File: src/rtl/flash_dma_pkg.sv
// Shared types and constants for the flash-to-buffer transfer engine.
package flash_dma_pkg;

  typedef enum logic [1:0] {
    IDLE  = 2'd0,
    FETCH = 2'd1,
    DONE  = 2'd2
  } state_e;

  localparam logic [15:0] OFF_START = 16'd0;
  localparam logic [15:0] OFF_ACK   = 16'd1;
  localparam logic [15:0] OFF_ABORT = 16'd2;

  localparam int unsigned STAT_ABORTED = 15;
  localparam int unsigned STAT_IRQ     = 14;
  localparam int unsigned STAT_BUSY    = 13;
  localparam int unsigned STAT_COUNT_W = 9;

endpackage

File: src/rtl/dp_buffer.sv
// Simple dual-port RAM: one write port, one synchronous read port.
// Same-address read and write in one cycle returns the old word.
module dp_buffer #(
  parameter int unsigned DATA_W = 16,
  parameter int unsigned ADDR_W = 8
) (
  input  logic              clock,
  input  logic              we,
  input  logic [ADDR_W-1:0] wr_addr,
  input  logic [DATA_W-1:0] wr_data,
  input  logic [ADDR_W-1:0] rd_addr,
  output logic [DATA_W-1:0] rd_data
);

  localparam int unsigned DEPTH = 2 ** ADDR_W;

  logic [DATA_W-1:0] mem_q [DEPTH];
  logic [DATA_W-1:0] rd_data_q;

  always_ff @(posedge clock) begin
    if (we) begin
      mem_q[wr_addr] <= wr_data;
    end
    rd_data_q <= mem_q[rd_addr];
  end

  assign rd_data = rd_data_q;

endmodule

File: src/rtl/flash_dma_buffer.sv
// CPU-armed transfer engine: pulls N flash words into an internal buffer,
// raises a level interrupt on completion, held until acknowledged.
module flash_dma_buffer
  import flash_dma_pkg::*;
#(
  parameter int unsigned DATA_W  = 16,
  parameter int unsigned ADDR_W  = 8,
  parameter logic [15:0] IO_BASE = 16'h5000
) (
  input  logic              clock,
  input  logic              reset,
  input  logic              write_io,
  input  logic [15:0]       io_addr,
  input  logic [15:0]       io_wdata,
  input  logic [DATA_W-1:0] flash_data,
  input  logic              flash_valid,
  output logic              get_data,
  output logic              irq,
  output logic              busy,
  output logic [15:0]       status,
  input  logic [ADDR_W-1:0] rd_addr,
  output logic [DATA_W-1:0] rd_data
);

  localparam int unsigned CNT_W = ADDR_W + 1;

  state_e            state_q, state_d;
  logic [CNT_W-1:0]  len_q, len_d;
  logic [CNT_W-1:0]  count_q, count_d;
  logic [ADDR_W-1:0] wr_addr_q, wr_addr_d;
  logic              aborted_q, aborted_d;
  logic              get_data_q, irq_q, busy_q;

  logic start_hit_c, ack_hit_c, abort_hit_c, accept_c;
  logic unused_wdata;

  // I/O register decode
  assign start_hit_c = write_io && (io_addr == 16'(IO_BASE + OFF_START));
  assign ack_hit_c   = write_io && (io_addr == 16'(IO_BASE + OFF_ACK));
  assign abort_hit_c = write_io && (io_addr == 16'(IO_BASE + OFF_ABORT));

  // get_data_q mirrors the FETCH state, so it gates word acceptance
  assign accept_c     = get_data_q && flash_valid;
  assign unused_wdata = ^io_wdata[15:ADDR_W];

  always_ff @(posedge clock or negedge reset) begin
    if (!reset) begin
      state_q    <= IDLE;
      len_q      <= '0;
      count_q    <= '0;
      wr_addr_q  <= '0;
      aborted_q  <= 1'b0;
      get_data_q <= 1'b0;
      irq_q      <= 1'b0;
      busy_q     <= 1'b0;
    end else begin
      state_q    <= state_d;
      len_q      <= len_d;
      count_q    <= count_d;
      wr_addr_q  <= wr_addr_d;
      aborted_q  <= aborted_d;
      get_data_q <= (state_d == FETCH);
      busy_q     <= (state_d == FETCH);
      irq_q      <= (state_d == DONE);
    end
  end

  always_comb begin
    state_d   = state_q;
    len_d     = len_q;
    count_d   = count_q;
    wr_addr_d = wr_addr_q;
    aborted_d = aborted_q;
    unique case (state_q)
      IDLE: begin
        if (start_hit_c) begin
          len_d     = CNT_W'(io_wdata[ADDR_W-1:0]) + CNT_W'(1);
          count_d   = '0;
          wr_addr_d = '0;
          aborted_d = 1'b0;
          state_d   = FETCH;
        end
      end
      FETCH: begin
        if (accept_c) begin
          wr_addr_d = wr_addr_q + ADDR_W'(1);
          count_d   = count_q + CNT_W'(1);
          if (count_d == len_q) begin
            state_d = DONE;
          end
        end
        // abort wins over a completing word in the same cycle
        if (abort_hit_c) begin
          aborted_d = 1'b1;
          state_d   = IDLE;
        end
      end
      DONE: begin
        if (ack_hit_c) begin
          state_d = IDLE;
        end
      end
      default: state_d = IDLE;
    endcase
  end

  always_comb begin
    status                      = '0;
    status[STAT_ABORTED]        = aborted_q;
    status[STAT_IRQ]            = irq_q;
    status[STAT_BUSY]           = busy_q;
    status[STAT_COUNT_W-1:0]    = STAT_COUNT_W'(count_q);
  end

  assign get_data = get_data_q;
  assign irq      = irq_q;
  assign busy     = busy_q;

  dp_buffer #(
    .DATA_W (DATA_W),
    .ADDR_W (ADDR_W)
  ) u_buf (
    .clock   (clock),
    .we      (accept_c),
    .wr_addr (wr_addr_q),
    .wr_data (flash_data),
    .rd_addr (rd_addr),
    .rd_data (rd_data)
  );

endmodule

File: config.mk
export PLATFORM = sky130hd
export DESIGN_NAME = flash_dma_buffer
export DESIGN_NICKNAME = d
export VERILOG_FILES = /design/src/rtl/flash_dma_pkg.sv /design/src/rtl/dp_buffer.sv /design/src/rtl/flash_dma_buffer.sv
export SDC_FILE = /design/constraint.sdc
export NUM_CORES = 2
export LEC_CHECK = 0
export CORE_MARGIN = 2
export CORE_UTILIZATION = 63
export DETAILED_ROUTE_END_ITERATION = 16
export PLACE_DENSITY = 0.78
export SYNTH_ARGS = -nofsm -noshare
export SYNTH_HDL_FRONTEND = slang
export SYNTH_HIERARCHICAL = 1
export SYNTH_SLANG_ARGS = --single-unit
File: constraint.sdc
create_clock -name clock -period 3.2 [get_ports clock]
set_input_delay 0.64 -clock clock [delete_from_list [all_inputs] [get_ports clock]]
set_output_delay 0.64 -clock clock [all_outputs]
set_load 0.1 [all_outputs]
======== Word-level counts from Yosys, hierarchy flattened ========
Memory sizes are Yosys's and may differ from the RTL's. A register that Yosys moved wholly into a read port is not among the register bits.
Cells that the tools add are included.
storage, ports and cells
  output and inout port bits .............. 35
  bits of input ports ..................... 60
  RAM bits ................................ 4096
  register bits after elaboration ......... 31
  word-level logic and storage cells ...... 48
  memories kept ........................... 1
operators by class
  $add $sub $neg .......................... 3
  equal/unequal tests ..................... 11
  mux-type cells .......................... 17
  reductions and logical operators ........ 9
memory list
  name         depth  bits a word  rd ports  clocked after memory_dff  write ports  line             RTL
  u_buf.mem_q  256    16           1         1                         1            dp_buffer.sv:17  logic [DATA_W-1:0] mem_q [DEPTH];
operator list
  cell                    count
  $eq A16 B15 Y1 const B  3
  $mux W9                 2
  $pmux W9 S2             1
  $mux W8                 2
  $pmux W8 S2             1
  $mux W2                 5
  $add A8 B1 Y9 const B   1
  $add A9 B1 Y9 const B   1
  $eq A9 B9 Y1            1
  $add A8 B1 Y8 const B   1
  $ne A2 B2 Y1 const B    3
  $pmux W2 S3             1
  $reduce_and A3 Y1       2
  $eq A2 B1 Y1 const B    2
  $eq A2 B2 Y1 const B    2
  $logic_and A1 B1 Y1     4
  $mux W1                 4
  $logic_not A2 Y1        1
  $pmux W1 S2             1
  $reduce_and A2 Y1       1
  $reduce_bool A2 Y1      1

======== Depth between registers and ports, before layout ========
  word-level depth ........................ 7
  gate-level depth with buffers ........... 12
  depth with buffers taken out ............ 6

======== Hierarchy ========
Netlist, hierarchy kept.
by module, submodules not included
  module            cells an instance  instances  sequential area each (µm²)  area an instance (µm²)
  dp_buffer         7360               1          123318.3                    158714.7
  flash_dma_buffer  211                1          775.7                       1895.6

======== Worst setup path before layout ========
Ideal clock, no wire load.
  path type ............................... flip-flop to flip-flop
  from .................................... register, netlist name busy
  to ...................................... memory u_buf.mem_q[234][0] (enable)
  path buffers ............................ 3
  library setup time ...................... 0.388 ns
  clock period less this slack ............ 3.278 ns
  path slack .............................. -0.078 ns
  data arrival time ....................... 2.890 ns
  stages on the path, launching flop included .. 7
  data required time ...................... 2.812 ns
  cells stage by stage .................... dfrtp_1 and2_1 clkbuf_1 clkbuf_1 nand3_1 clkbuf_1 nor2_1
RTL lines
  element           line
  end: declaration  dp_buffer.sv:17

======== Worst setup path after layout ========
  from .................................... register wr_addr_q[4]
  to ...................................... memory u_buf.mem_q[6][9] (enable)
RTL lines
  element                   line                    RTL
  start: declaration        flash_dma_buffer.sv:30  logic [ADDR_W-1:0] wr_addr_q, wr_addr_d;
  start signal: assignment  flash_dma_buffer.sv:60  wr_addr_q <= wr_addr_d;
No word-level cell before the write port.

==> run summary <==
The first global-routing pass estimated 623000 um of wire. The Yosys warning count is 6. After synthesis, the netlist uses 70 different library cells. The mean area per synthesized cell came out at 21.2 um^2. The pre-CTS worst setup slack came out at -0.669 ns. The residual DRC count came out at 0. The fraction of final layout cells with drive strength greater than 1 came out at 28.3%.

The net total in the final layout came out at 8640. For this design, the sink count on the clock tree is 4143. The number of clock buffers added by TritonCTS is 404. In this run the register-to-register setup slack is 0.12 ns.

The worst-case vdd ir drop is 0.730 mV. In this run the cell area measured after placement is 172000 um^2. The post-synthesis cell count is 7571.

The die footprint is 259000 um^2. The final worst-path cycle share came out at 96.3%. The core footprint is 254000 um^2. The final number of hold-violating endpoints was 0. The slew at the pin closest to its max-slew limit is 1.32 ns. The number of setup violations in the final report is 0.

The total global-route track usage is 34.1%. The final RePlAce weighted congestion is 0.945. The first TritonRoute pass finished after 6 iterations. Setup repair after global routing left no endpoint under its margin.

The total global routing overflow came out at 0. The class of the tightest hold or removal check is input port to flop. The highest achievable clock rate came out at 325 MHz. The number of synthesized flops with an enable pin came out at 4096. Using the TritonRoute via totals, the vias-per-cell ratio works out to 7.08. The final count of pins violating max slew is 0. The clock-pin slew reported for the worst setup and hold paths after clock tree synthesis is 0.06 ns.

The library cell used as clock root buffer is clkbuf_16. Measured against its own limit, the worst slew margin works out to 12.0%. For the worst-skew pair, the clock arrives at the later sink with an insertion delay of 1.03 ns. For this design the static power due to leakage is 0.0606 uW. The flow ran to the end, and the final reports show no timing, DRC or antenna violations. The clock tree from TritonCTS is done.

The number of hold buffers added after CTS came out at 3. The final setup skew came out at 0.104 ns. The kind of launch point of the worst setup path is a flop. The finished layout cell area is 185000 um^2. In the layout the commonest cells are edfxtp_1 (4096), buf_4 (870), mux4_2 (797). The worst setup path is captured at a flop.

The pin count of the biggest net entering global routing came out at 115. The HPWL after detailed placement is 259000 um. The smallest setup slack after layout came out at 0.119 ns. The largest driver fanout on the critical path is 16. The number of cell rows came out at 185. The routed wire length came out at 439000 um. The die extent in x came out at 509 um. The number of gates resized after CTS came out at 0. The maximum level of the CTS H-tree is 5.

In this run the remaining antenna-violating nets after routing total 0. After detailed routing, the average wire length per cell comes to 35.8 um. The critical path required time is 3.81 ns. The number of DRC markers after the initial detailed-route iteration is 14100. The maximum root-to-sink buffer count came out at 4. In this run the tool buffered the top-level ports with 82 buffer cells. The signal arrival time at the worst endpoint came out at 3.69 ns. The area growth from synthesis to layout came out at 15.3%. The number of maximum-capacitance constraint violations is 0. Counting flops with an async set or reset pin after synthesis yields a share of 0.748%. The effective utilization at floorplan is 63.3%. The number of setup buffers added after CTS is 0. The shortest period the worst path allows came out at 3.08 ns. Among all flip-flop cells after synthesis, the most frequent one is edfxtp_1.

The die height came out at 509 um. The number of antenna violations at the first check in global routing is 20. The power per standard cell area is 620 nW/um^2. The filler cell count in the final layout came out at 13500. The number of global-route vias before repair came out at 86000. Cells fill 73.0% of the core in the end. For this block, the via count after detailed routing is 86900. The library cell used most frequently in the layout, excluding fill and tap cells, is edfxtp_1. The share of the yosys chip area belonging to registers is 77.3%. 95 I/O pins were placed. The number of register bits inferred by synthesis is 4143. The combined area of all synthesized cells came out at 161000 um^2. The worst setup path is of the flop to flop kind.
## flip-flops by register name, summed over array words and instances, names as in the netlist
name           flops
irq                1
aborted_q          1
count_q            9
len_q              9
u_buf/mem_q     4096
wr_addr_q          8
state_q            2
busy               1
u_buf/rd_data     16
## cells in the mapped netlist (19+ instances only)
master	instances	area (um^2)
mux2i_1	566	5670
nand4_1	33	206
nor3_1	94	470
buf_6	80	901
o21ai_0	50	250
nand2_1	69	259
nand3_1	45	225
mux4_2	797	17900
a21oi_1	179	896
o31ai_1	20	150
a221oi_1	28	245
buf_1	27	101
edfxtp_1	4096	123000
o32ai_1	20	175
buf_2	78	390
mux2_2	88	991
o22ai_1	148	926
a22oi_1	43	323
dfrtp_1	31	776
nor4_1	19	119
clkbuf_1	233	875
buf_4	34	255
o221ai_1	252	2210
a22o_1	33	289
nor2_1	318	1190
## worst paths after layout
check	startpoint	end	cells past startpoint
hold / removal	flash_data[4]	u_buf/mem_q[87][4]	1
setup / recovery	wr_addr_q[4]	u_buf/mem_q[6][9]	4
setup reg to reg	wr_addr_q[4]	u_buf/mem_q[6][9]	4
min in group asynchronous	reset	count_q[7]	2
hold reg to reg	len_q[0]	len_q[0]	2
max in group asynchronous	reset	wr_addr_q[0]	2
## worst max-delay path, cell delays in order, from the launching register on
cell     delay, ns
dfrtp_1       0.49
nor2_1        0.29
nand2_1       0.83
nor2_1        0.68
buf_4         0.40
## routing by layer
metal	track usage, %	up-vias	routed length (um)
met1	46.3	44600	149000
met5	0	-	110
li1	-	34000	-
met4	16.6	16	25400
met2	53.2	6991	210000
met3	7.71	1209	55300
## cells by family (layout without fill, tap and decap cells)
kind of cell	after synthesis	count (layout)	synth area share (%)
flip-flops	4143	4143	77.3
multiplexers	1451	1451	15.3
AO/OA/AOI/OAI	827	827	3.66
AND/OR/NAND/NOR	650	650	1.86
buffers and inverters	474	1794	1.75
XOR/XNOR	22	22	0.120
adder cells (fa/ha/maj)	3	3	0.0234
other	1	20	0.00233
## stage by stage
step	total power, uW	setup TNS (ns)	instances	hold WS, ns
2_1_floorplan	65000	-112.84	7574	0.344
3_3_place_gp	68300	-6.25	11500	0.487
3_5_place_dp	68500	-6.77	11500	0.476
4_1_cts	115000	0	12300	0.00191
5_1_grt	117000	0	12300	0.00727
6_report	115000	0	12300	0.0162
## report_power, final
group	internal, uW	switching (uW)	total [uW]
logic	2650	5000	7650
registers	59800	274	60100
clock network	27200	20000	47200
total	89700	25200	115000
## cell type report
| class | instances | area, um^2 | area share [%] |
|---|---|---|---|
| flip-flops and latches | 4143 | 124000 | 67.0 |
| multi-input cells | 2957 | 33800 | 18.3 |
| clock buffers | 511 | 10700 | 5.78 |
| repair buffers | 1065 | 9990 | 5.39 |
| well taps | 3366 | 4210 | 2.27 |
| clock inverters | 212 | 2250 | 1.22 |
| diodes | 16 | 40.0 | 0.0216 |
| inverters | 6 | 35.0 | 0.0189 |
Power figures use the tool's default switching activity.
